### config.mk
export PLATFORM = sky130hd
export DESIGN_NAME = decomp_pl_scheduler_flat
export DESIGN_NICKNAME = d
export VERILOG_FILES = /design/src/rtl/decomp_pl_scheduler_if.sv /design/src/rtl/decomp_pl_scheduler.sv /design/src/flat_wrapper.sv
export SDC_FILE = /design/constraint.sdc
export NUM_CORES = 1
export LEC_CHECK = 0
export BUFFER_PORTS_ARGS = -buffer_cell sky130_fd_sc_hd__buf_2
export CORE_MARGIN = 1
export CORE_UTILIZATION = 41
export DETAILED_ROUTE_END_ITERATION = 12
export MAX_ROUTING_LAYER = met4
export PLACE_DENSITY_LB_ADDON = 0.2
export SLEW_MARGIN = 5
export SYNTH_ARGS = -nofsm -noshare
export SYNTH_HDL_FRONTEND = slang
export SYNTH_SLANG_ARGS = --single-unit
### constraint.sdc
create_clock -name clk -period 1.5 [get_ports clk]
set_input_delay 0.15 -clock clk [delete_from_list [all_inputs] [get_ports clk]]
set_output_delay 0.15 -clock clk [all_outputs]
set_load 0.05 [all_outputs]
### src/rtl/decomp_pl_scheduler_if.sv
// Handshake bundle between the pipeline-period scheduler and its
// frame producer / result consumer.
interface decomp_pl_scheduler_if;
    logic in_valid;   // input frame available on Hmatrix_i/Yarray_i
    logic in_ready;   // scheduler can accept a frame
    logic in_load;    // datapath input-register capture pulse
    logic out_valid;  // result on Rmat/Yarr/colorder is valid
    logic out_ready;  // consumer accepts the result

    // Producer/consumer side
    modport master (
        output in_valid,
        output out_ready,
        input  in_ready,
        input  in_load,
        input  out_valid
    );

    // Scheduler side
    modport slave (
        input  in_valid,
        input  out_ready,
        output in_ready,
        output in_load,
        output out_valid
    );
endinterface

### src/rtl/decomp_pl_scheduler.sv
// decomp_pl_scheduler: pipeline-period scheduler for the 8x8 QR/sorted
// decomposition datapath. Generates the clk_pl stage-advance strobe once per
// PL_CYCLES clocks, admits one frame per period, tracks stage occupancy and
// stalls the period at phase PL_CYCLES-2 while a finished result is unread
// or while en is low.
module decomp_pl_scheduler #(
    parameter int PL_CYCLES = 23,  // system clocks per pipeline period, >= 3
    parameter int PL_DEPTH  = 6,   // clk_pl-advanced stages, >= 2
    parameter int CNT_W     = 5    // phase width, 2**CNT_W >= PL_CYCLES
) (
    input  logic                    clk,
    input  logic                    rst,        // asynchronous, active low
    input  logic                    en,
    decomp_pl_scheduler_if.slave    bus,
    output logic                    clk_pl,
    output logic [CNT_W-1:0]        phase,
    output logic [PL_DEPTH-1:0]     stage_vld,
    output logic                    busy,
    output logic [15:0]             frame_cnt
);

    // Stall point: the last phase at which the period may be held. The
    // following phase is the single low cycle of clk_pl.
    localparam logic [CNT_W-1:0] PH_STALL = CNT_W'(PL_CYCLES - 2);
    localparam logic [CNT_W-1:0] PH_LAST  = CNT_W'(PL_CYCLES - 1);

    logic pending;    // frame admitted this period, enters stage 0 on advance
    logic out_taken;  // result in the last stage has already been consumed

    logic at_stall;
    logic at_last;
    logic advance;
    logic out_vld;
    logic in_hs;
    logic out_hs;
    logic blocked;
    logic hold;

    // Control decode: handshakes, stall condition and advance-edge qualifier
    always_comb begin
        // NOTE: every signal gets a value before any condition so that no
        // path leaves it unassigned and no latch is inferred.
        at_stall = (phase == PH_STALL);
        at_last  = (phase == PH_LAST);
        // The edge that wraps the phase to 0 is the one where clk_pl rises,
        // so the occupancy shift happens in the phase==PL_CYCLES-1 cycle.
        advance  = at_last;
        out_vld  = stage_vld[PL_DEPTH-1] & ~out_taken;
        in_hs    = bus.in_valid & ~pending;
        out_hs   = out_vld & bus.out_ready;
        // An unread result blocks the period; a handshake in the stall-point
        // cycle releases it in that same cycle.
        blocked  = stage_vld[PL_DEPTH-1] & ~out_taken & ~bus.out_ready;
        hold     = at_stall & (~en | blocked);
    end

    assign bus.in_ready  = ~pending;
    assign bus.in_load   = in_hs;
    assign bus.out_valid = out_vld;
    assign busy          = pending | (|stage_vld);

    // Period timing: phase counter with stall point and registered strobe
    // NOTE: the reset is asynchronous and active low, so it sits in the
    // sensitivity list and is tested first; all other state follows the clock.
    always_ff @(posedge clk or negedge rst) begin
        if (!rst) begin
            phase  <= '0;
            clk_pl <= 1'b0;
        end else begin
            // NOTE: registered state uses non-blocking assignments so every
            // flop samples the pre-edge values of the others.
            if (hold) begin
                phase <= phase;
            end else if (at_last) begin
                phase <= '0;
            end else begin
                phase <= phase + CNT_W'(1);
            end
            // Low only in the cycle after an unheld stall point; while held
            // it stays high and the datapath sees no edge.
            clk_pl <= ~(at_stall & ~hold);
        end
    end

    // Admission and per-stage occupancy, shifted on the advance edge
    always_ff @(posedge clk or negedge rst) begin
        if (!rst) begin
            pending   <= 1'b0;
            stage_vld <= '0;
        end else if (advance) begin
            stage_vld <= {stage_vld[PL_DEPTH-2:0], pending};
            // A frame accepted in the wrap cycle belongs to the next period.
            pending   <= in_hs;
        end else if (in_hs) begin
            pending   <= 1'b1;
        end
    end

    // Result delivery: consumed flag and completed-frame counter
    always_ff @(posedge clk or negedge rst) begin
        if (!rst) begin
            out_taken <= 1'b0;
            frame_cnt <= '0;
        end else begin
            if (out_hs) begin
                frame_cnt <= frame_cnt + 16'd1;
            end
            if (advance) begin
                out_taken <= 1'b0;
            end else if (out_hs) begin
                out_taken <= 1'b1;
            end
        end
    end

endmodule

### src/flat_wrapper.sv
// flat-port wrapper written by rule: the top's interface ports become plain ports
module decomp_pl_scheduler_flat 
#(
    parameter int PL_CYCLES = 23,                                            
    parameter int PL_DEPTH  = 6,                                  
    parameter int CNT_W     = 5                                         
)
  (clk, rst, en, clk_pl, phase, stage_vld, busy, frame_cnt, bus_in_valid, bus_out_ready, bus_in_ready, bus_in_load, bus_out_valid);
  decomp_pl_scheduler_if bus_i ();
  input  logic clk;
  input  logic rst;
  input  logic en;
  output logic clk_pl;
  output logic [CNT_W-1:0] phase;
  output logic [PL_DEPTH-1:0] stage_vld;
  output logic busy;
  output logic [15:0] frame_cnt;
  input wire logic [$bits(bus_i.in_valid)-1:0] bus_in_valid;
  input wire logic [$bits(bus_i.out_ready)-1:0] bus_out_ready;
  output wire logic [$bits(bus_i.in_ready)-1:0] bus_in_ready;
  output wire logic [$bits(bus_i.in_load)-1:0] bus_in_load;
  output wire logic [$bits(bus_i.out_valid)-1:0] bus_out_valid;
  assign bus_i.in_valid = bus_in_valid;
  assign bus_i.out_ready = bus_out_ready;
  assign bus_in_ready = bus_i.in_ready;
  assign bus_in_load = bus_i.in_load;
  assign bus_out_valid = bus_i.out_valid;
  decomp_pl_scheduler #(.PL_CYCLES(PL_CYCLES), .PL_DEPTH(PL_DEPTH), .CNT_W(CNT_W)) u_core (.clk(clk), .rst(rst), .en(en), .bus(bus_i), .clk_pl(clk_pl), .phase(phase), .stage_vld(stage_vld), .busy(busy), .frame_cnt(frame_cnt));
endmodule
== Word-level counts from Yosys, hierarchy flattened ==
Index checks and enable logic that the tools add are counted.

* Flip-flop bits (word level): 30
* Input port bits: 5
* Output and inout port bits: 32
* Word-level logic and storage cells: 32

* Add/sub/neg operators: 2
* Eq/ne operators: 2
* Multiplexer cells: 5
* Bitwise logic cells: 14
* Reduce and logical (&&, ||, !) cells: 3

{| class="wikitable"
|+ Operators with widths
! cell !! count
|-
| 16-bit by 1-bit adder with 16-bit output, second input constant || 1
|-
| 5-bit == test, second input constant || 2
|-
| 1-bit AND || 6
|-
| 1-bit NOT || 6
|-
| 6-bit OR reduction || 1
|-
| 5-bit by 1-bit adder with 5-bit output, second input constant || 1
|-
| 5-bit 2-to-1 mux || 1
|-
| 1-bit 2-to-1 mux || 4
|-
| 2-bit nonzero test || 2
|-
| 1-bit OR || 2
|}

== Depth between registers and ports, before layout ==
* Depth in word-level cells: 8
* Mapped depth: 6
* Mapped depth without buffers: 5

== Least setup slack after synthesis ==
No wires, ideal clock.

* Path type: register -> register
* From: register u_core.frame_cnt[0]
* To: register u_core.frame_cnt[6]
* Library setup time: 142 ps
* Arrival: 1594 ps
* Path slack: -236 ps
* Cell stages (with the launch flop): 6
* Path buffers: 0
* Cells stage by stage: dfrtp_1 ha_1 and4b_2 and3_2 nand3_1 xnor2_1

* Word-level cells in the longest chain between the ends: 1

{| class="wikitable"
|+ RTL lines
! what !! RTL line !! source
|-
| from (decl) || decomp_pl_scheduler.sv:19 || <nowiki>output logic [15:0] frame_cnt</nowiki>
|-
| from (signal assigned) || decomp_pl_scheduler.sv:106 || <nowiki>frame_cnt <= frame_cnt + 16'd1;</nowiki>
|-
| 16-bit by 1-bit adder with 16-bit output || decomp_pl_scheduler.sv:106 ||
|}

No other way between the ends.
A chain may end at the register's enable or synchronous reset.

== Worst setup path after layout ==
* From: register u_core.phase[1]
* To: register u_core.phase[1]

* Word-level cells in the longest chain between the ends: 2
* Elaborated cells on any way between the ends: 5
* Classes of those cells: add/sub: 1; eq/ne: 2; mux: 1; bitwise: 1

{| class="wikitable"
|+ RTL lines
! what !! RTL line !! source
|-
| from (decl) || decomp_pl_scheduler.sv:16 || <nowiki>output logic [CNT_W-1:0] phase,</nowiki>
|-
| from (signal assigned) || decomp_pl_scheduler.sv:73 || <nowiki>phase <= phase;</nowiki>
|-
| from (signal assigned) || decomp_pl_scheduler.sv:77 || <nowiki>phase <= phase + CNT_W'(1);</nowiki>
|-
| 5-bit by 1-bit adder with 5-bit output, or another cell as far along || decomp_pl_scheduler.sv:77 ||
|-
| 5-bit 2-to-1 mux or 1-bit AND (tied branches) || decomp_pl_scheduler.sv:74, decomp_pl_scheduler.sv:54 ||
|}

Several ways; a longest one is shown, not always the timed one.

==> impl_metrics.env <==
export IMPL_hold_path_class="in -> reg"
export IMPL_rr_startpoint="u_core.phase[1]"
export IMPL_antenna_left=0
export IMPL_grtUsageTotal_pct=16.6
export IMPL_hold_viol=0
export IMPL_ys_flop_type="dfrtp_1"
export IMPL_synth_edff_count=0
export IMPL_cts_sinks=30
export IMPL_drive_gt1_share_pct=40.7
export IMPL_p_leak_nw=0.918
export IMPL_vdd_drop_max_v=0.00134
export IMPL_synthArstFlopShare_pct=100
export IMPL_cts_tree="done"
export IMPL_startpoint="u_core.phase[1]"
export IMPL_grt_pass1_vias=930
export IMPL_fin_crit_ns=1.43
export IMPL_initial_utilization_pct=43.9
export IMPL_synthTopCellsByArea="dfrtp_1, xnor2_1, nand2_1"
export IMPL_cts_max_level=2
export IMPL_finish_utilization_pct=57.0
export IMPL_cts_buffers=5
export IMPL_gp_congestion=0.766
export IMPL_seqCellArea_um2=764
export IMPL_syn_inst=127
export IMPL_path_clk_slew_ns=0.09
export IMPL_powerDensity_nw_per_um2=1750
export IMPL_relSlewSlack_pct=57.6
export IMPL_gr_total_overflow=0
export IMPL_finalCritPeriodShare_pct=95.2
export IMPL_route_detailed_drc=0
export IMPL_clock_tree_root_cell="clkbuf_4"
export IMPL_setup_viol=0
export IMPL_clock_fmax_ghz=0.700
export IMPL_syn_nets=136
export IMPL_yosysWarnings=0
export IMPL_route_vias_total=1078
export IMPL_clk_latency_ns=0.31
export IMPL_setup_tns_ns=0
export IMPL_cp_data_required_time_ns=1.71
export IMPL_hold_path_startpoint="bus_in_valid"
export IMPL_place_ws_ns=0.0763
export IMPL_ys_seq_elements=30
export IMPL_die_area_um2=3550
export IMPL_status="finished clean"
export IMPL_cp_max_fo=5
export IMPL_crit_path_end_kind="register"
export IMPL_yosysTopAreaCellShare_pct=55.1
export IMPL_routed_wl_um=2660
export IMPL_coreArea_um2=3100
export IMPL_postSynthAreaPerCell_um2=10.7
export IMPL_numPortBuffers=36
export IMPL_nNetsFinal=185
export IMPL_fp_dieH_um=59.6
export IMPL_cts_max_path_buffers=2
export IMPL_fin_skew_ns=0.00909
export IMPL_netlist_area_um2=1360
export IMPL_yosysMostFrequentCell="dfrtp_1"
export IMPL_crit_arrival_ns=1.64
export IMPL_fillCellCount=288
export IMPL_worstMarginPinSlew_ns=0.635
export IMPL_finalNonFillerCells=221
export IMPL_yosys_cell_types_count=29
export IMPL_crit_path_start_kind="register"
export IMPL_io_pins=37
export IMPL_dp_cells=208
export IMPL_syn_to_final_growth_pct=29.9
export IMPL_n_antenna_cell=0
export IMPL_rows=20
export IMPL_final_max_slew_viol_count=0
export IMPL_first_iter_violations=39
export IMPL_dr_pass1_iters=4
export IMPL_rrSetupSlack_ns=0.07
export IMPL_grt_pass1_wl_um=4150
export IMPL_crit_type="reg -> reg"
export IMPL_dpl_hpwl_um=1910
export IMPL_synth_common_cells="dfrtp_1, nand2_1, xnor2_1"
export IMPL_grt_antenna_before_repair=0
export IMPL_multi_input_area_um2=619
export IMPL_maxCapViolCount=0
export IMPL_grt_max_degree=31
export IMPL_wl_per_cell_um=12.0
export IMPL_fp_dieW_um=59.6
export IMPL_avgViaCountPerCell=4.88
export IMPL_seq_area_frac_synth_pct=55.1
export IMPL_setup_ws_ns=0.0714
export IMPL_yosysTopAreaCell="dfrtp_1"
-- what timing repair did --
action,CTS,global route
hold buffers,1,0
buffers inserted,1,3
pin swaps,0,1
resized for setup,1,3
hold endpoints to repair,30,0
endpoints found under the setup margin,1,4
-- where the power goes --
group          internal [mW]  leakage (nW)  switching (mW)
clock network          0.187        0.0265           0.246
registers              0.987         0.378           0.219
logic                  0.486         0.513           0.961
total                   1.66         0.918            1.43
-- sequential cells by signal (all words and copies together) (netlist names) --
signal / flops
u_core.phase: 5
u_core.stage_vld: 6
u_core.out_taken: 1
u_core.frame_cnt: 16
u_core.pending: 1
u_core.clk_pl: 1
-- final timing paths --
check | endpoint | cells after the start
hold reg to reg | u_core.frame_cnt[15] | 1
setup reg to reg | u_core.phase[1] | 5
max in group asynchronous | u_core.phase[2] | 2
hold / removal | u_core.pending | 3
setup / recovery | u_core.phase[1] | 5
min in group asynchronous | u_core.stage_vld[4] | 2
-- placed cells by master, fill, tap and decap left out, drive strengths merged --
master and count:
ha 4, clkinvlp 1, nor4 1, a22o 1, o21a 1, nand2b 2, nand4b 1, nor2b 1
dlygate4sd3 1, xnor2 13, a22oi 1, nand3 7, inv 3, and3 3, nor3 2, and4 2
clkbuf 8, nand2 26, nand4 3, o21ai 3, nor2 5, xor2 2, a21oi 3, mux2i 2
dfrtp 30, buf 43, mux2 2, and2 2, and4b 4
-- area by class of cell --
cell class / instances / area share (%)
flip-flops and latches: 30 / 43.2
repair buffers: 44 / 14.8
multi-input cells: 91 / 35.0
well taps: 44 / 3.11
inverters: 4 / 1.06
clock buffers: 8 / 2.76
-- worst max-delay path, cell delays in order (launching register included) --
cell and delay [ns]:
dfrtp_2 0.45, inv_1 0.07, ha_2 0.14, and4b_1 0.23, nand2_2 0.12, mux2_4 0.32
-- through the flow --
step           area (µm²)  hold WS, ns  total power [mW]
2_1_floorplan        1410       -0.146              2.23
3_3_place_gp         1650        0.212              2.52
3_5_place_dp         1650        0.215              2.57
4_1_cts              1720       0.0919              3.01
5_1_grt              1770       0.0797              3.28
6_report             1770        0.108              3.09
-- metal layers --
metal | part of all wire (%) | up-vias | track usage (%)
met4 | 0 | 0 | 4.98
met2 | 52 | 26 | 26.2
met1 | 44 | 515 | 19.6
met5 | 0 | - | -
li1 | - | 537 | -
met3 | 4.7 | 0 | 6.55
-- kinds of logic after synthesis --
family,count (synthesis),synth area share (%)
adders and majority gates,4,3.68
DFF,30,55.1
and+or+nand+nor,59,22.6
xor gates and xnor gates,15,9.65
buffers and inverters,6,1.84
AOI/OAI and AO/OA,9,3.95
muxes,4,3.12
No activity file was read; power rests on OpenSTA's default activity.
